**src/rtl/bt_buffer_ctrl_pkg.sv**
```systemverilog
// Shared definitions for the Bt operand buffer controller: data width, geometry
// defaults and the controller FSM state encoding.
package bt_buffer_ctrl_pkg;

  localparam int BtBuDaWidth = 512;
  localparam int BT_DEPTH    = 16;
  localparam int BT_AW       = 4;
  localparam int BT_RPT_W    = 8;

  typedef enum logic [1:0] {
    BTC_IDLE  = 2'd0,
    BTC_FILL  = 2'd1,
    BTC_READ  = 2'd2,
    BTC_DRAIN = 2'd3
  } btc_state_e;

  function automatic logic btc_busy(input btc_state_e s);
    return (s != BTC_IDLE);
  endfunction

endpackage

```
**src/rtl/bt_addr_cnt.sv**
```systemverilog
// Loadable buffer address counter that wraps to zero at a programmable limit
// and flags the wrap in the same cycle it is taken.
module bt_addr_cnt
  import bt_buffer_ctrl_pkg::*;
#(
  parameter int AW = BT_AW
) (
  input  logic          clk,
  input  logic          rst,
  input  logic          i_load,
  input  logic [AW-1:0] i_load_val,
  input  logic          i_en,
  input  logic [AW-1:0] i_limit,
  output logic [AW-1:0] o_addr,
  output logic          o_wrap
);

  logic [AW-1:0] r_addr;
  logic          w_at_limit;

  assign w_at_limit = (r_addr == i_limit);
  assign o_wrap     = i_en && w_at_limit;
  assign o_addr     = r_addr;

  always_ff @(posedge clk or posedge rst) begin
    if (rst) begin
      r_addr <= '0;
    end else if (i_load) begin
      r_addr <= i_load_val;
    end else if (o_wrap) begin
      r_addr <= '0;
    end else if (i_en) begin
      r_addr <= r_addr + AW'(1);
    end
  end

endmodule

```
**src/rtl/bt_buffer_ctrl.sv**
```systemverilog
// Bt operand buffer sequencer: fills the buffer from the selected source, then
// replays the stored words rpt+1 times to the PE-array operand port.
module bt_buffer_ctrl
  import bt_buffer_ctrl_pkg::*;
#(
  parameter int DEPTH = BT_DEPTH,
  parameter int AW    = BT_AW,
  parameter int RPT_W = BT_RPT_W
) (
  input  logic             clk,
  input  logic             rst,
  input  logic             start,
  input  logic             ks_sel,
  input  logic [AW:0]      fill_len,
  input  logic [RPT_W-1:0] rpt,
  input  logic             src_valid,
  output logic             src_ready,
  input  logic             dst_hold,
  output logic [AW-1:0]    a_Bt,
  output logic             we_Bt,
  output logic             kernelsize_op,
  output logic             rd_valid,
  output logic             rd_last,
  output logic             busy,
  output logic             done
);

  btc_state_e       r_state;
  btc_state_e       w_state_next;
  logic             r_ks;
  logic [AW-1:0]    r_limit;
  logic [RPT_W-1:0] r_rpt;
  logic [RPT_W-1:0] r_pass;
  logic             r_rd_valid;
  logic             r_rd_last;

  logic [AW:0]      w_len;
  logic [AW-1:0]    w_limit;
  logic             w_start;
  logic             w_fill_acc;
  logic             w_rd_issue;
  logic             w_cnt_en;
  logic             w_wrap;
  logic             w_last_pass;
  logic             w_final_rd;
  logic             w_src_ready;
  logic             w_we;
  logic             w_busy;
  logic             w_done;

  // A zero length selects the whole buffer; the counter works on the last address.
  assign w_len   = (fill_len == '0) ? (AW+1)'(DEPTH) : fill_len;
  assign w_limit = AW'(w_len - (AW+1)'(1));

  assign w_start     = (r_state == BTC_IDLE) && start;
  assign w_fill_acc  = (r_state == BTC_FILL) && src_valid;
  assign w_rd_issue  = (r_state == BTC_READ) && !dst_hold;
  assign w_cnt_en    = w_fill_acc || w_rd_issue;
  assign w_last_pass = (r_pass == r_rpt);
  assign w_final_rd  = w_rd_issue && w_wrap && w_last_pass;

  bt_addr_cnt #(
    .AW(AW)
  ) u_addr_cnt (
    .clk        (clk),
    .rst        (rst),
    .i_load     (w_start),
    .i_load_val ('0),
    .i_en       (w_cnt_en),
    .i_limit    (r_limit),
    .o_addr     (a_Bt),
    .o_wrap     (w_wrap)
  );

  always_ff @(posedge clk or posedge rst) begin
    if (rst) begin
      r_state <= BTC_IDLE;
    end else begin
      r_state <= w_state_next;
    end
  end

  always_comb begin
    w_state_next = r_state;
    w_src_ready  = 1'b0;
    w_we         = 1'b0;
    w_done       = 1'b0;
    w_busy       = btc_busy(r_state);
    case (r_state)
      BTC_IDLE: begin
        if (start) begin
          w_state_next = BTC_FILL;
        end
      end
      BTC_FILL: begin
        w_src_ready = 1'b1;
        w_we        = src_valid;
        if (w_wrap) begin
          w_state_next = BTC_READ;
        end
      end
      BTC_READ: begin
        if (w_final_rd) begin
          w_state_next = BTC_DRAIN;
        end
      end
      BTC_DRAIN: begin
        w_done       = 1'b1;
        w_state_next = BTC_IDLE;
      end
      default: begin
        w_state_next = BTC_IDLE;
      end
    endcase
  end

  // Job parameters are captured once at start; the pass counter stops on the final pass.
  always_ff @(posedge clk or posedge rst) begin
    if (rst) begin
      r_ks    <= 1'b0;
      r_limit <= '0;
      r_rpt   <= '0;
      r_pass  <= '0;
    end else if (w_start) begin
      r_ks    <= ks_sel;
      r_limit <= w_limit;
      r_rpt   <= rpt;
      r_pass  <= '0;
    end else if (w_rd_issue && w_wrap && !w_last_pass) begin
      r_pass  <= r_pass + RPT_W'(1);
    end
  end

  always_ff @(posedge clk or posedge rst) begin
    if (rst) begin
      r_rd_valid <= 1'b0;
      r_rd_last  <= 1'b0;
    end else begin
      r_rd_valid <= w_rd_issue;
      r_rd_last  <= w_final_rd;
    end
  end

  assign src_ready     = w_src_ready;
  assign we_Bt         = w_we;
  assign busy          = w_busy;
  assign done          = w_done;
  assign kernelsize_op = r_ks;
  assign rd_valid      = r_rd_valid;
  assign rd_last       = r_rd_last;

endmodule

```
**config.mk**
```make
export PLATFORM = sky130hd
export DESIGN_NAME = bt_buffer_ctrl
export DESIGN_NICKNAME = d
export VERILOG_FILES = /design/src/rtl/bt_buffer_ctrl_pkg.sv /design/src/rtl/bt_addr_cnt.sv /design/src/rtl/bt_buffer_ctrl.sv
export SDC_FILE = /design/constraint.sdc
export NUM_CORES = 1
export LEC_CHECK = 0
export BUFFER_PORTS_ARGS = -buffer_cell sky130_fd_sc_hd__clkbuf_2
export CAP_MARGIN = 20
export CELL_PAD_IN_SITES_DETAIL_PLACEMENT = 0
export CELL_PAD_IN_SITES_GLOBAL_PLACEMENT = 1
export CORE_MARGIN = 2
export CORE_UTILIZATION = 46
export DETAILED_ROUTE_END_ITERATION = 10
export PLACE_DENSITY_LB_ADDON = 0.1
export SLEW_MARGIN = 20
export SYNTH_ARGS = -nofsm -noshare
export SYNTH_HDL_FRONTEND = slang
export SYNTH_HIERARCHICAL = 1
export SYNTH_SLANG_ARGS = --single-unit
```
**constraint.sdc**
```tcl
create_clock -name clk -period 5.4 [get_ports clk]
set_input_delay 0 -clock clk [delete_from_list [all_inputs] [get_ports clk]]
set_output_delay 0 -clock clk [all_outputs]
set_load 0.1 [all_outputs]
```
==> metrics.txt, run 1 <==
WP data required 5600 ps; Initial Utilization 47.5%; Post-DP HPWL 2250 µm; Via density 5.14; worst min path class primary input to flip-flop; # fillers 323; synthesized flop and latch total 29; Cell variety after synth 38; top-area cell type share of the netlist area 42.1%; setup repair after global routing missed its margin false; row count 22; CTS tree yes; Post-Synthesis Cell Area 1720 µm²; Die ar. 4250 µm²; fin crit share 42.5%; Psw 565 µW; Area after DPL 1930 µm²; Worst Tran Pin Value 913 ps; crit end category flip-flop; TritonCTS Buffers 5; gpl congestion 0.785; total iterations of the first detailed-routing run 4; GRT Residual Overflow 0; Slew Limit Headroom 38.8%; Vias 1342; H-tree lvl count 2; CP Max Fanout 8; worst-case clock buffer depth 2; max-slew violation count 0; total power 1170 µW; fraction of registers with async set/reset 100%; Main synth FF type dfrtp_1; core footprint 3630 µm²; Tmin final 2290 ps; ratio of cells with drive above 1 in the final layout 26.8%; Gate power share 52.8%; Seq/Total Area, Yosys 42.1%; # Max-Cap Violations 0; Syn Area/Cell 10.4 µm²; first-pass GRT wire length 5530 µm; WS Path Type flip-flop to flip-flop; Clock Pin Slew Worst Setup and Hold Paths 60 ps; status completed; part of the power in registers 30.5%; Die Height 65.2 µm; Die W 65.2 µm; initial antenna violation count 0; IO Pins 30; DRC Markers 0; Final setup viols 0; vias in the first global route 1207; PD cells 544 nW/µm²; Total GRT Usage 17.1%; sw frac 48.3%; Placement Setup Slack 3120 ps; Root Driver clkbuf_8; Post-synth EDFFs 0; detailed router's first-iteration violation count 38; Avg WL per Cell 12.2 µm; Max VDD drop 0.289 mV; Synth area leaders dfrtp_1 42%, mux2_2 7.2%, xor2_1 6.1%, ha_1 5.8%, mux2i_1 4.6%; yosys warns 6; Nets 239; Clk Latency, worst-skew pair 280 ps; Hold Fails Final Rpt 0; post-route antenna net violation count 0; Setup TNS 0 ps; Mapped Cells 165; design area 2150 µm²; leakage power 0.00104 µW; Int Pwr 605 µW; pin count of the biggest net entering global routing 33; crit path DAT 2490 ps; type of origin of the critical path flip-flop; DRT Wirelength 3190 µm; Clock power frac 16.8%; CTS Sinks 29; Buffers on Ports 29; Post-Route Skew 4.74 ps; P&R area growth vs syn 24.7%; ant diodes 0; post_cts resized 0; Max Freq 436 MHz; Fin Hold WS 31.5 ps; PnR worst setup slack 3110 ps; cell taking the most area after synthesis dfrtp_1
## synthesized netlist by cell type, types with 3 or more instances
cell type and count:
a21oi_1 7, and2_1 3, clkbuf_1 3, dfrtp_1 29
ha_1 8, inv_1 9, mux2_2 11, mux2i_1 8
nand2_1 17, nand2b_1 9, nand4_1 5, nor2b_1 3
nor3b_1 4, o21ai_0 3, xnor2_1 3, xor2_1 12
## final timing paths
check                       startpoint                    to  slack (ps)  depth (start not counted)
setup / recovery            r_state[0]             r_pass[5]        3110                          9
hold / removal             fill_len[4]            r_limit[0]          30                          3
setup reg to reg            r_state[0]             r_pass[5]        3110                          9
hold reg to reg             r_limit[3]            r_limit[3]         500                          2
max in group asynchronous          rst             r_pass[7]        4620                          3
min in group asynchronous          rst  u_addr_cnt/o_addr[0]         130                          3
## layer usage
layer | GRT usage (%) | share of wire [%] | vias to the layer above
li1 | - | - | 665
met1 | 22.0 | 46 | 634
met2 | 27.0 | 48 | 37
met3 | 5.14 | 4.6 | 6
met4 | 6.51 | 1.5 | 0
met5 | 0 | 0 | -
## cell families after synthesis
logic type / Yosys count / share of synthesized area, %
XOR/XNOR: 15 / 7.62
AND/OR/NAND/NOR: 57 / 20.8
adder cells (fa/ha/maj): 8 / 5.81
AO/OA/AOI/OAI: 22 / 8.56
other: 1 / 0.217
flip-flops: 29 / 42.1
multiplexers: 19 / 11.8
buffers and inverters: 14 / 3.05
## cell usage in the layout (no fill, tap or decap), types with 2 or more instances in the layout
cell           instances
clkbuf_2              29
dfrtp_1               29
nand2_1               17
xor2_1                12
dlygate4sd3_1         12
mux2_2                11
nand2b_1               9
inv_1                  8
mux2i_1                8
ha_1                   8
a21oi_1                7
clkbuf_8               7
nand4_1                5
conb_1                 4
nor3b_1                4
xnor2_1                3
and2_1                 3
nor2b_1                3
o21ai_0                3
nor2_1                 2
a31oi_1                2
nor4_4                 2
and3_1                 2
nor3_1                 2
nand3_1                2
o31ai_1                2
a221o_1                2
## per-stage QoR
step,utilization (%),std cells
6_report,59.2,261
5_1_grt,59.2,261
4_1_cts,59.2,261
3_5_place_dp,53.1,241
3_3_place_gp,53.1,241
2_1_floorplan,-,168
## power by group through the flow
| stage | Clock, µW | Sequential (µW) | Combinational [µW] |
|---|---|---|---|
| floorplan | 0 | 480 | 400 |
| global placement | 0 | 357 | 605 |
| detailed placement | 0 | 362 | 615 |
| CTS | 204 | 358 | 623 |
| global route | 213 | 368 | 671 |
| finish | 196 | 357 | 617 |
## what timing repair did
| item | in CTS | in global routing |
|---|---|---|
| hold endpoints to repair | 40 | 0 |
| hold buffers | 12 | 0 |
| setup buffers | 0 | 0 |
## critical path, cell delays in order (launching register included)
cell and delay, ps:
dfrtp_1 400, inv_1 120, ha_1 280, nor2b_1 180, or2_2 190, and2_1 200, and3b_1 330, nand4_1 130
a21oi_1 190, mux2i_1 200
## cell type report
cell class              count  area, µm²  area share (%)
clock buffers               7       96.3            4.48
clock inverters             1       5.00           0.233
inverters                   9       33.8            1.57
multi-input cells         125        957            44.5
flip-flops and latches     29        726            33.7
well taps                  48       60.1            2.79
repair buffers             42        273            12.7
## sequential cells by signal, summed over array words and instances (netlist names)
signal,flops
kernelsize_op,1
r_state,2
rd_last,1
r_rpt,8
r_limit,4
r_pass,8
u_addr_cnt/o_addr,4
rd_valid,1
Note: power is estimated with default switching activity, not from simulation.
==> run 2, diff against run 1 <==
--- a/config.mk
+++ b/config.mk
@@ -5,12 +5,13 @@
 export SDC_FILE = /design/constraint.sdc
 export NUM_CORES = 1
 export LEC_CHECK = 0
+export ABC_AREA = 1
 export BUFFER_PORTS_ARGS = -buffer_cell sky130_fd_sc_hd__clkbuf_2
 export CAP_MARGIN = 20
 export CELL_PAD_IN_SITES_DETAIL_PLACEMENT = 0
 export CELL_PAD_IN_SITES_GLOBAL_PLACEMENT = 1
 export CORE_MARGIN = 2
-export CORE_UTILIZATION = 46
+export CORE_UTILIZATION = 41
 export DETAILED_ROUTE_END_ITERATION = 10
 export PLACE_DENSITY_LB_ADDON = 0.1
 export SLEW_MARGIN = 20
==> constraint.sdc (replaced) <==
create_clock -name clk -period 2.3 [get_ports clk]
set_input_delay 0 -clock clk [delete_from_list [all_inputs] [get_ports clk]]
set_output_delay 0 -clock clk [all_outputs]
set_load 0.1 [all_outputs]
==> run 2 against run 1 <==
  * Design area grew 2.4%
  * Sequential share of layout area fell by 0.80 points
  * Combinational power grew 150%
  * Worst setup slack worse by 2800 ps
  * Sequential cell count unchanged
  * First-iteration DRC count rose to 2.7 times the previous value
  * Highest routed layer unchanged
==> metrics.txt, run 2 <==
commonest non-fill, non-tap cells in the layout 74 x nand2_1, 29 x clkbuf_2, 29 x dfrtp_1; Post-CTS Setup Repair Bufs 0; fraction of registers with async set/reset 100%; PD cells 1260 nW/µm²; Finished Layout Cells 326; simple-gate portion of the synthesized area 31.0%; Post-DP HPWL 2650 µm; Synth Area in Compound Gates 4.67%; fin crit share 87.8%; worst min path class primary input to flip-flop; Slew Limit Headroom 64.0%; top-area cell type share of the netlist area 41.0%; synthesized flop and latch total 29; Total GRT Usage 16.9%; Setup TNS 0 ps; design area 2200 µm²; Die Height 69.7 µm; WHS Path Cells 4; WP data required 2470 ps; setup repair after global routing missed its margin false; GRT Residual Overflow 0; biggest regs r_pass: 8 flops, r_rpt: 8 flops; Max stage delay on crit path 380 ps; total iterations of the first detailed-routing run 4; Post-synth EDFFs 0; Die W 69.7 µm; TritonCTS Buffers 5; Root Driver clkbuf_8; Post-Route Skew 6.04 ps; Area after DPL 2000 µm²; post-route antenna net violation count 0; Die ar. 4860 µm²; WS Path Type flip-flop to flip-flop; commonest non-fill, non-tap cell in the layout nand2_1; crit path DAT 2180 ps; worst-case clock buffer depth 2; max-slew violation count 0; slowest stage cell, crit path dfrtp_1; CTS tree yes; top post-synthesis cells by count 74 x nand2_1, 29 x dfrtp_1, 29 x inv_1; core footprint 4090 µm²; yosys warns 6; Post-Synthesis Cell Area 1770 µm²; cell taking the most area after synthesis dfrtp_1; CP Cell Sequence inv_1 -> ha_1 -> inv_1 -> o21ai_2 -> nand2_1 -> nor2_2 -> nand3_2 -> inv_1 -> nor3b_4 -> nand3_1 -> nand2_2 -> nand2_2 -> nand2_1 -> nand2_1; buffer and inverter count on the worst path 3; Cells after DPL 306; CP delay by family, top simple AND/OR/NAND/NOR gates; Clk Latency, worst-skew pair 280 ps; Main synth FF type dfrtp_1; DRT Wirelength 3610 µm; # Max-Cap Violations 0; P&R area growth vs syn 24.5%; Worst path depth 14; Syn Area/Cell 7.86 µm²; largest family of logic cells by synthesized area simple AND/OR/NAND/NOR gates; Worst Tran Pin Value 543 ps; Avg WL per Cell 11.1 µm; ratio of cells with drive above 1 in the final layout 21.0%; Initial Utilization 43.3%; row count 23; post-synthesis mux area share 0%; status completed; vias in the first global route 1468; ant diodes 0; initial antenna violation count 0; FF-to-FF path depth 14; most frequent cell after synthesis nand2_1; Vias 1486; H-tree lvl count 2; first-pass GRT wire length 6570 µm; XOR/XNOR Fraction of Synth Area 8.27%; type of origin of the critical path flip-flop; Buffers on Ports 29; gpl congestion 0.748; Clock Pin Slew Worst Setup and Hold Paths 60 ps; adder-cell share of the synthesized area 5.66%; Final setup viols 0; detailed router's first-iteration violation count 101; DRC Markers 0; leakage power 0.00121 µW; Synth area leaders dfrtp_1 41%, nand2_1 16%, inv_1 6.2%, ha_1 5.7%, nand3_1 5.1%; Mapped Cells 225; Cell variety after synth 27; crit end category flip-flop; IO Pins 30; Hold Fails Final Rpt 0; pin count of the biggest net entering global routing 29; Max VDD drop 1.04 mV; Via density 4.56; CTS Sinks 29; Max Freq 495 MHz; Tmin final 2020 ps; Nets 302; # fillers 419; Seq/Total Area, Yosys 41.0%; CP Max Fanout 5
run 2: cell types whose count changed in the layout (fill, tap and decap cells not counted), moves of 6 or more:
cell,previous run,this run
mux2_2,11,0
inv_1,8,28
nor2_1,2,13
xor2_1,12,6
nand2_1,17,74
nand2b_1,9,0
a21oi_1,7,0
mux2i_1,8,0
nand3_1,2,18
run 2: final cells by class:
cell class | count | area [µm²] | share of cell area (%)
Multi-Input combinational cell | 162 | 908 | 41.2
Sequential cell | 29 | 726 | 32.9
Timing Repair Buffer | 46 | 303 | 13.7
Inverter | 31 | 121 | 5.51
Clock buffer | 6 | 72.6 | 3.29
Tap cell | 50 | 62.6 | 2.84
Clock inverter | 2 | 10.0 | 0.454
run 2: path summary, 6_finish.rpt:
check	slack (ps)	endpoint	startpoint
worst min-delay path	40	r_limit[0]	fill_len[4]
worst max-delay path	280	r_state[0]	r_state[0]
worst min register to register	480	kernelsize_op	kernelsize_op
worst max register to register	280	r_state[0]	r_state[0]
min in group asynchronous	150	u_addr_cnt/o_addr[1]	rst
max in group asynchronous	1720	r_limit[1]	rst
run 2: per-stage QoR:
step / hold WS (ps) / setup slack, ps / total power, µW / utilization [%]
final: 39.8 / 281 / 2770 / 53.9
after global routing: 81.5 / 46.5 / 3020 / 53.9
after CTS: 38.0 / 96.8 / 2800 / 53.8
after detailed placement: -117 / 119 / 2380 / 48.9
after global placement: -121 / 205 / 2370 / 48.9
after floorplan: -234 / 99.1 / 2090 / -
run 2: logic make-up (layout without fill, tap and decap cells):
family / count (synthesis) / in the layout
and+or+nand+nor: 121 / 121
xor gates and xnor gates: 15 / 15
DFF: 29 / 29
adders and majority gates: 8 / 8
buffers and inverters: 37 / 85
AOI/OAI and AO/OA: 14 / 14
other: 1 / 4
run 2: power by group:
group	internal [µW]	switching [µW]	total (µW)
registers	682	155	837
logic	421	1120	1540
clock network	209	188	397
run 2: timing repair:
item / 4_1_cts / 5_1_grt
gates resized for setup: 0 / 3
endpoints found under the hold margin: 40 / 0
hold buffers: 12 / 0
setup endpoints to repair: 0 / 7
run 2: worst min-delay path: stages:
cell and delay (ps):
clkbuf_2 80, nor2_1 30, nand3b_1 80, a31oi_1 80
run 2: per-layer routing:
metal | routed length [µm] | GRT usage [%] | part of all wire [%]
met4 | 28 | 5.77 | 0.78
met3 | 122 | 3.34 | 3.4
met2 | 1730 | 28.2 | 48
met5 | 0 | 0 | 0
met1 | 1730 | 21.9 | 48
